`config.mk`:
```
export PLATFORM = sky130hd
export DESIGN_NAME = calculator_seq_alu
export DESIGN_NICKNAME = d
export VERILOG_FILES = /design/src/rtl/calculator_seq_alu.sv
export SDC_FILE = /design/constraint.sdc
export NUM_CORES = 1
export LEC_CHECK = 0
export ABC_CLOCK_PERIOD_IN_PS = 3980
export BUFFER_PORTS_ARGS = -buffer_cell sky130_fd_sc_hd__buf_2
export CORE_MARGIN = 2
export CORE_UTILIZATION = 58
export CTS_BUF_LIST = sky130_fd_sc_hd__clkbuf_8
export DETAILED_ROUTE_END_ITERATION = 16
export PLACE_DENSITY_LB_ADDON = 0.08
export SLEW_MARGIN = 25
export SYNTH_ARGS = -nofsm -noshare
export SYNTH_HDL_FRONTEND = slang
export SYNTH_SLANG_ARGS = --single-unit
```
`constraint.sdc`:
```
create_clock -name clk -period 3.98 [get_ports clk]
set_clock_uncertainty 0.05 [all_clocks]
set_input_delay 0.398 -clock clk [delete_from_list [all_inputs] [get_ports clk]]
set_output_delay 0.398 -clock clk [all_outputs]
set_load 0.1 [all_outputs]
```
`src/rtl/calculator_seq_alu.sv`:
```
// rtl/calculator_seq_alu.sv - multi-cycle calculator ALU with start/busy/done handshake
module calculator_seq_alu #(
   parameter int WIDTH = 16
) (
   input  logic             clk,
   input  logic             rst,
   input  logic             start,
   input  logic [2:0]       func,
   input  logic             chain,
   input  logic [WIDTH-1:0] op1,
   input  logic [WIDTH-1:0] op2,
   output logic             busy,
   output logic             done,
   output logic [WIDTH-1:0] result,
   output logic             ovf,
   output logic             div0
);

   localparam int CW = $clog2(WIDTH) + 1;

   localparam logic [2:0] F_ADD = 3'b000;
   localparam logic [2:0] F_SUB = 3'b001;
   localparam logic [2:0] F_MUL = 3'b010;
   localparam logic [2:0] F_DIV = 3'b011;
   localparam logic [2:0] F_MOD = 3'b100;
   localparam logic [2:0] F_SQR = 3'b101;

   typedef enum logic [1:0] {IDLE, CALC, DONE} state_t;

   state_t             state;
   logic [2:0]         f_reg;
   // a_reg doubles as the dividend / quotient shift register during DIV and MOD
   logic [WIDTH-1:0]   a_reg;
   // b_reg is the divisor (held) or the multiplier (shifted right one bit per cycle)
   logic [WIDTH-1:0]   b_reg;
   logic [2*WIDTH-1:0] mcand;
   logic [2*WIDTH-1:0] prod;
   logic [WIDTH-1:0]   rem;
   logic [CW-1:0]      cnt;

   logic [WIDTH-1:0]   a_sel;
   logic [WIDTH:0]     sum;
   logic [WIDTH-1:0]   diff;
   logic [2*WIDTH-1:0] prod_nxt;
   logic [WIDTH:0]     trial;
   logic [WIDTH:0]     trial_diff;
   logic               sub_ok;
   logic [WIDTH-1:0]   rem_nxt;
   logic [WIDTH-1:0]   quot_nxt;
   logic               last;

   // Next-step values for the single-cycle ops and one iteration of multiply / divide
   always_comb begin
      a_sel      = chain ? result : op1;
      sum        = {1'b0, a_reg} + {1'b0, b_reg};
      diff       = a_reg - b_reg;
      prod_nxt   = prod + (b_reg[0] ? mcand : '0);
      trial      = {rem, a_reg[WIDTH-1]};
      trial_diff = trial - {1'b0, b_reg};
      sub_ok     = (trial >= {1'b0, b_reg});
      rem_nxt    = sub_ok ? trial_diff[WIDTH-1:0] : trial[WIDTH-1:0];
      quot_nxt   = {a_reg[WIDTH-2:0], sub_ok};
      last       = (cnt == CW'(WIDTH - 1));
   end

   // Control FSM and datapath; the DONE exit edge also accepts a new start so back-to-back ops take L+1 cycles
   always_ff @(posedge clk or posedge rst) begin
      if (rst) begin
         state  <= IDLE;
         f_reg  <= '0;
         a_reg  <= '0;
         b_reg  <= '0;
         mcand  <= '0;
         prod   <= '0;
         rem    <= '0;
         cnt    <= '0;
         busy   <= 1'b0;
         done   <= 1'b0;
         result <= '0;
         ovf    <= 1'b0;
         div0   <= 1'b0;
      end else begin
         case (state)
            CALC: begin
               case (f_reg)
                  F_ADD: begin
                     result <= sum[WIDTH-1:0];
                     ovf    <= sum[WIDTH];
                     div0   <= 1'b0;
                     state  <= DONE;
                     done   <= 1'b1;
                  end
                  F_SUB: begin
                     result <= diff;
                     ovf    <= (a_reg < b_reg);
                     div0   <= 1'b0;
                     state  <= DONE;
                     done   <= 1'b1;
                  end
                  F_MUL, F_SQR: begin
                     prod  <= prod_nxt;
                     mcand <= mcand << 1;
                     b_reg <= b_reg >> 1;
                     cnt   <= cnt + CW'(1);
                     if (last) begin
                        result <= prod_nxt[WIDTH-1:0];
                        ovf    <= |prod_nxt[2*WIDTH-1:WIDTH];
                        div0   <= 1'b0;
                        state  <= DONE;
                        done   <= 1'b1;
                     end
                  end
                  F_DIV, F_MOD: begin
                     if (b_reg == '0) begin
                        result <= (f_reg == F_DIV) ? {WIDTH{1'b1}} : a_reg;
                        ovf    <= 1'b0;
                        div0   <= 1'b1;
                        state  <= DONE;
                        done   <= 1'b1;
                     end else begin
                        rem   <= rem_nxt;
                        a_reg <= quot_nxt;
                        cnt   <= cnt + CW'(1);
                        if (last) begin
                           result <= (f_reg == F_DIV) ? quot_nxt : rem_nxt;
                           ovf    <= 1'b0;
                           div0   <= 1'b0;
                           state  <= DONE;
                           done   <= 1'b1;
                        end
                     end
                  end
                  default: begin
                     result <= '0;
                     ovf    <= 1'b0;
                     div0   <= 1'b0;
                     state  <= DONE;
                     done   <= 1'b1;
                  end
               endcase
            end
            default: begin
               done  <= 1'b0;
               busy  <= 1'b0;
               state <= IDLE;
               if (start) begin
                  f_reg <= func;
                  a_reg <= a_sel;
                  b_reg <= (func == F_SQR) ? a_sel : op2;
                  mcand <= {{WIDTH{1'b0}}, a_sel};
                  prod  <= '0;
                  rem   <= '0;
                  cnt   <= '0;
                  busy  <= 1'b1;
                  state <= CALC;
               end
            end
         endcase
      end
   end

endmodule

```
==> results.sh <==
export IMPL_yosys_top_cells_count="145 x nand2_1, 142 x dfrtp_1, 135 x nor2_1"
export IMPL_crit_chain="buf_4 -> nand2_1 -> inv_1 -> ha_1 -> a211o_1 -> a211o_1 -> a22oi_2 -> a2111oi_0 -> or3_1 -> o211ai_1 -> o21ai_0 -> nor4b_2 -> a21oi_1"
export IMPL_wl_per_cell_um=22.09
export IMPL_synth_cells=1395
export IMPL_antenna_found_initial=0
export IMPL_synth_nets=1519
export IMPL_clk_pin_slew_worst_paths_ns=0.10
export IMPL_post_cts_buffers=0
export IMPL_setup_viol=0
export IMPL_seq_area_um2=3555
export IMPL_worst_slack_ns=0.2484
export IMPL_rsz0062_at_grt="false"
export IMPL_async_flop_share_pct=100.0
export IMPL_synth_top_area_share_pct=31.57
export IMPL_die_x_um=143.3
export IMPL_grt_max_degree=74
export IMPL_wl_um=37580
export IMPL_io_pins=59
export IMPL_worstPathMaxFanout=11
export IMPL_seq_area_frac_synth_pct=31.57
export IMPL_place_gp_congestion=0.9731
export IMPL_clockBufferDepth=2
export IMPL_met2_wirelength_um=16190
export IMPL_n_fill_cell=1665
export IMPL_drt_initial_drc_count=1288
export IMPL_nets=1552
export IMPL_vias_per_cell=6.618
export IMPL_place_worst_setup_slack_ns=0.2457
export IMPL_route_met3_wl_um=4494
export IMPL_cpMostUsedCell="a211o_1"
export IMPL_cpMaxStageDelayCell="dfrtp_2"
export IMPL_cts_buffers=17
export IMPL_multi_input_area_um2=7226
export IMPL_power_mw=9.865
export IMPL_fmax_mhz=268.0
export IMPL_worst_pin_slew_ns=0.8657
export IMPL_end_kind="flip-flop"
export IMPL_rows=50
export IMPL_drt_pass1_iter_count=8
export IMPL_maxUsedRoutingLayer="met4"
export IMPL_drtAntennaViolNets=0
export IMPL_reg2reg_to="ovf"
export IMPL_fin_crit_sh_pct=93.76
export IMPL_root_buffer="clkbuf_8"
export IMPL_critPathKind="flip-flop to flip-flop"
export IMPL_areaGrowthSynthToFinish_pct=9.461
export IMPL_top_regs="mcand x32, prod x32"
export IMPL_setup_tns_ns=0
export IMPL_cts_tree="built"
export IMPL_slew_headroom_pct=42.23
export IMPL_hold_path_class="input pin to flip-flop"
export IMPL_ys_seq_elements=142
export IMPL_stdcell_area_um2=12320
export IMPL_rrSetupSlack_ns=0.25
export IMPL_syn_area_um2=11250
export IMPL_grt_pass1_wl_um=58760
export IMPL_grt_usage_pct=37.57
export IMPL_h_tree_depth=4
export IMPL_hold_violations=0
export IMPL_die_y_um=143.3
export IMPL_cp_data_required_time_ns=4.29
export IMPL_start_util_pct=59.57
export IMPL_dpl_cell_area_um2=11920
export IMPL_power_density_nw_per_um2=800.7
export IMPL_ys_flop_type="dfrtp_1"
export IMPL_arrival_ns=4.04
export IMPL_num_antenna_cells=0
export IMPL_synth_avg_cell_area_um2=8.068
export IMPL_vdd_drop_max_v=0.0005787
export IMPL_drv_slew=0
export IMPL_hold_start="func[0]"
export IMPL_synth_area_top_cells="dfrtp_1 32%, ha_1 9.0%, a21oi_1 5.4%"
export IMPL_synth_edf_count=0
export IMPL_die_area_um2=20530
export IMPL_drc=0
export IMPL_min_period_ns=3.732
export IMPL_hold_depth=3
export IMPL_max_stage_delay_ns=0.52
export IMPL_insertion_delay_ns=0.48
export IMPL_dp_hpwl_um=28350
export IMPL_leakagePower_nw=5.755
export IMPL_drive_gt1_share_pct=10.83
export IMPL_yosysTopAreaCell="dfrtp_1"
export IMPL_grt_pass1_vias=10440
export IMPL_clock_sinks=142
export IMPL_r2r_cells=13
export IMPL_status="finished clean"
export IMPL_via_count=11258
export IMPL_cap_viol_max_count=0
export IMPL_synth_warning_count=0
export IMPL_core_area_um2=18890
export IMPL_port_buffers=58
export IMPL_synth_most_common_cell="nand2_1"
export IMPL_wl_met1_um=15820
export IMPL_overflow=0
export IMPL_holdPathEnd="f_reg[0]"
export IMPL_worstSetupStartpointType="flip-flop"
export IMPL_synth_cell_types=73
export IMPL_reg2reg_from="b_reg[0]"
[area by class of cell]
class	count	share of cell area (%)
clock buffers	17	1.899
clock inverters	15	1.239
inverters	52	1.615
multi-input cells	1119	58.65
flip-flops and latches	142	28.85
well taps	260	2.641
repair buffers	96	5.099
[worst max-delay path: cells and delay by family, from the launching register on]
family | cells | cell delay (ns)
AO/OA/AOI/OAI | 7 | 1.72
AND/OR/NAND/NOR | 3 | 0.77
flip-flops | 1 | 0.52
adder cells (fa/ha/maj) | 1 | 0.29
buffers and inverters | 2 | 0.27
[where the power goes]
group | internal [mW] | switching, mW | leakage, nW
Sequential | 1.87 | 0.565 | 1.84
Clock | 0.515 | 0.694 | 0.191
Combinational | 2.01 | 4.21 | 3.72
[cells in the final DEF, fill, tap and decap left out, types with 8 or more instances in the layout]
cell type    n
a211oi_1    34
a21o_1      24
a21oi_1    121
a221o_1     25
a22oi_1      9
a31oi_1     12
and2_1      41
and3_1       9
buf_2       58
buf_4       33
clkbuf_8    17
dfrtp_1    141
ha_1        81
inv_1       51
mux2i_1     36
nand2_1    143
nand2b_1    12
nand3_1     80
nand4_1     11
nor2_1     132
nor2b_1     10
nor3_1      24
o211ai_1    21
o21ai_0    104
o221ai_1    16
o22ai_1     12
o31ai_1      8
or3_1       12
xnor2_1     21
xor2_1      15
[cells by family after synthesis]
kind of cell,share of synthesized area (%)
compound gates,27.05
xor+xnor,2.802
fa+ha+maj,9.717
buf+inv,4.525
flops,31.57
mux,3.202
simple gates,21.13
[worst max path at each step]
stage / startpoint / end / slack (ns)
after floorplan: b_reg[0] / ovf / 0.63
after global placement: b_reg[0] / ovf / 0.36
after detailed placement: b_reg[0] / ovf / 0.25
after CTS: b_reg[0] / ovf / 0.19
after global routing: b_reg[0] / ovf / 0.02
final: b_reg[0] / ovf / 0.25
[what timing repair did]
action                     4_1_cts  5_1_grt
hold buffers                     1        0
hold endpoints to repair        14        0
resized for setup                0        1
setup endpoints to repair        0        1
[per-stage QoR]
step           std cells  hold WS, ns  util, %
5_1_grt             1701      0.08821    65.21
3_3_place_gp        1667       0.4073    62.95
4_1_cts             1701      0.06918    65.20
3_5_place_dp        1668       0.4088    63.10
6_report            1701      0.08169    65.21
2_1_floorplan       1395       0.4021        -
[per-layer routing]
metal	vias to the layer above	GRT usage [%]
li1	5188	-
met1	5354	52.69
met2	638	56.31
met3	78	11.43
met4	0	10.78
met5	-	0
No activity file was read; power rests on OpenSTA's default activity.
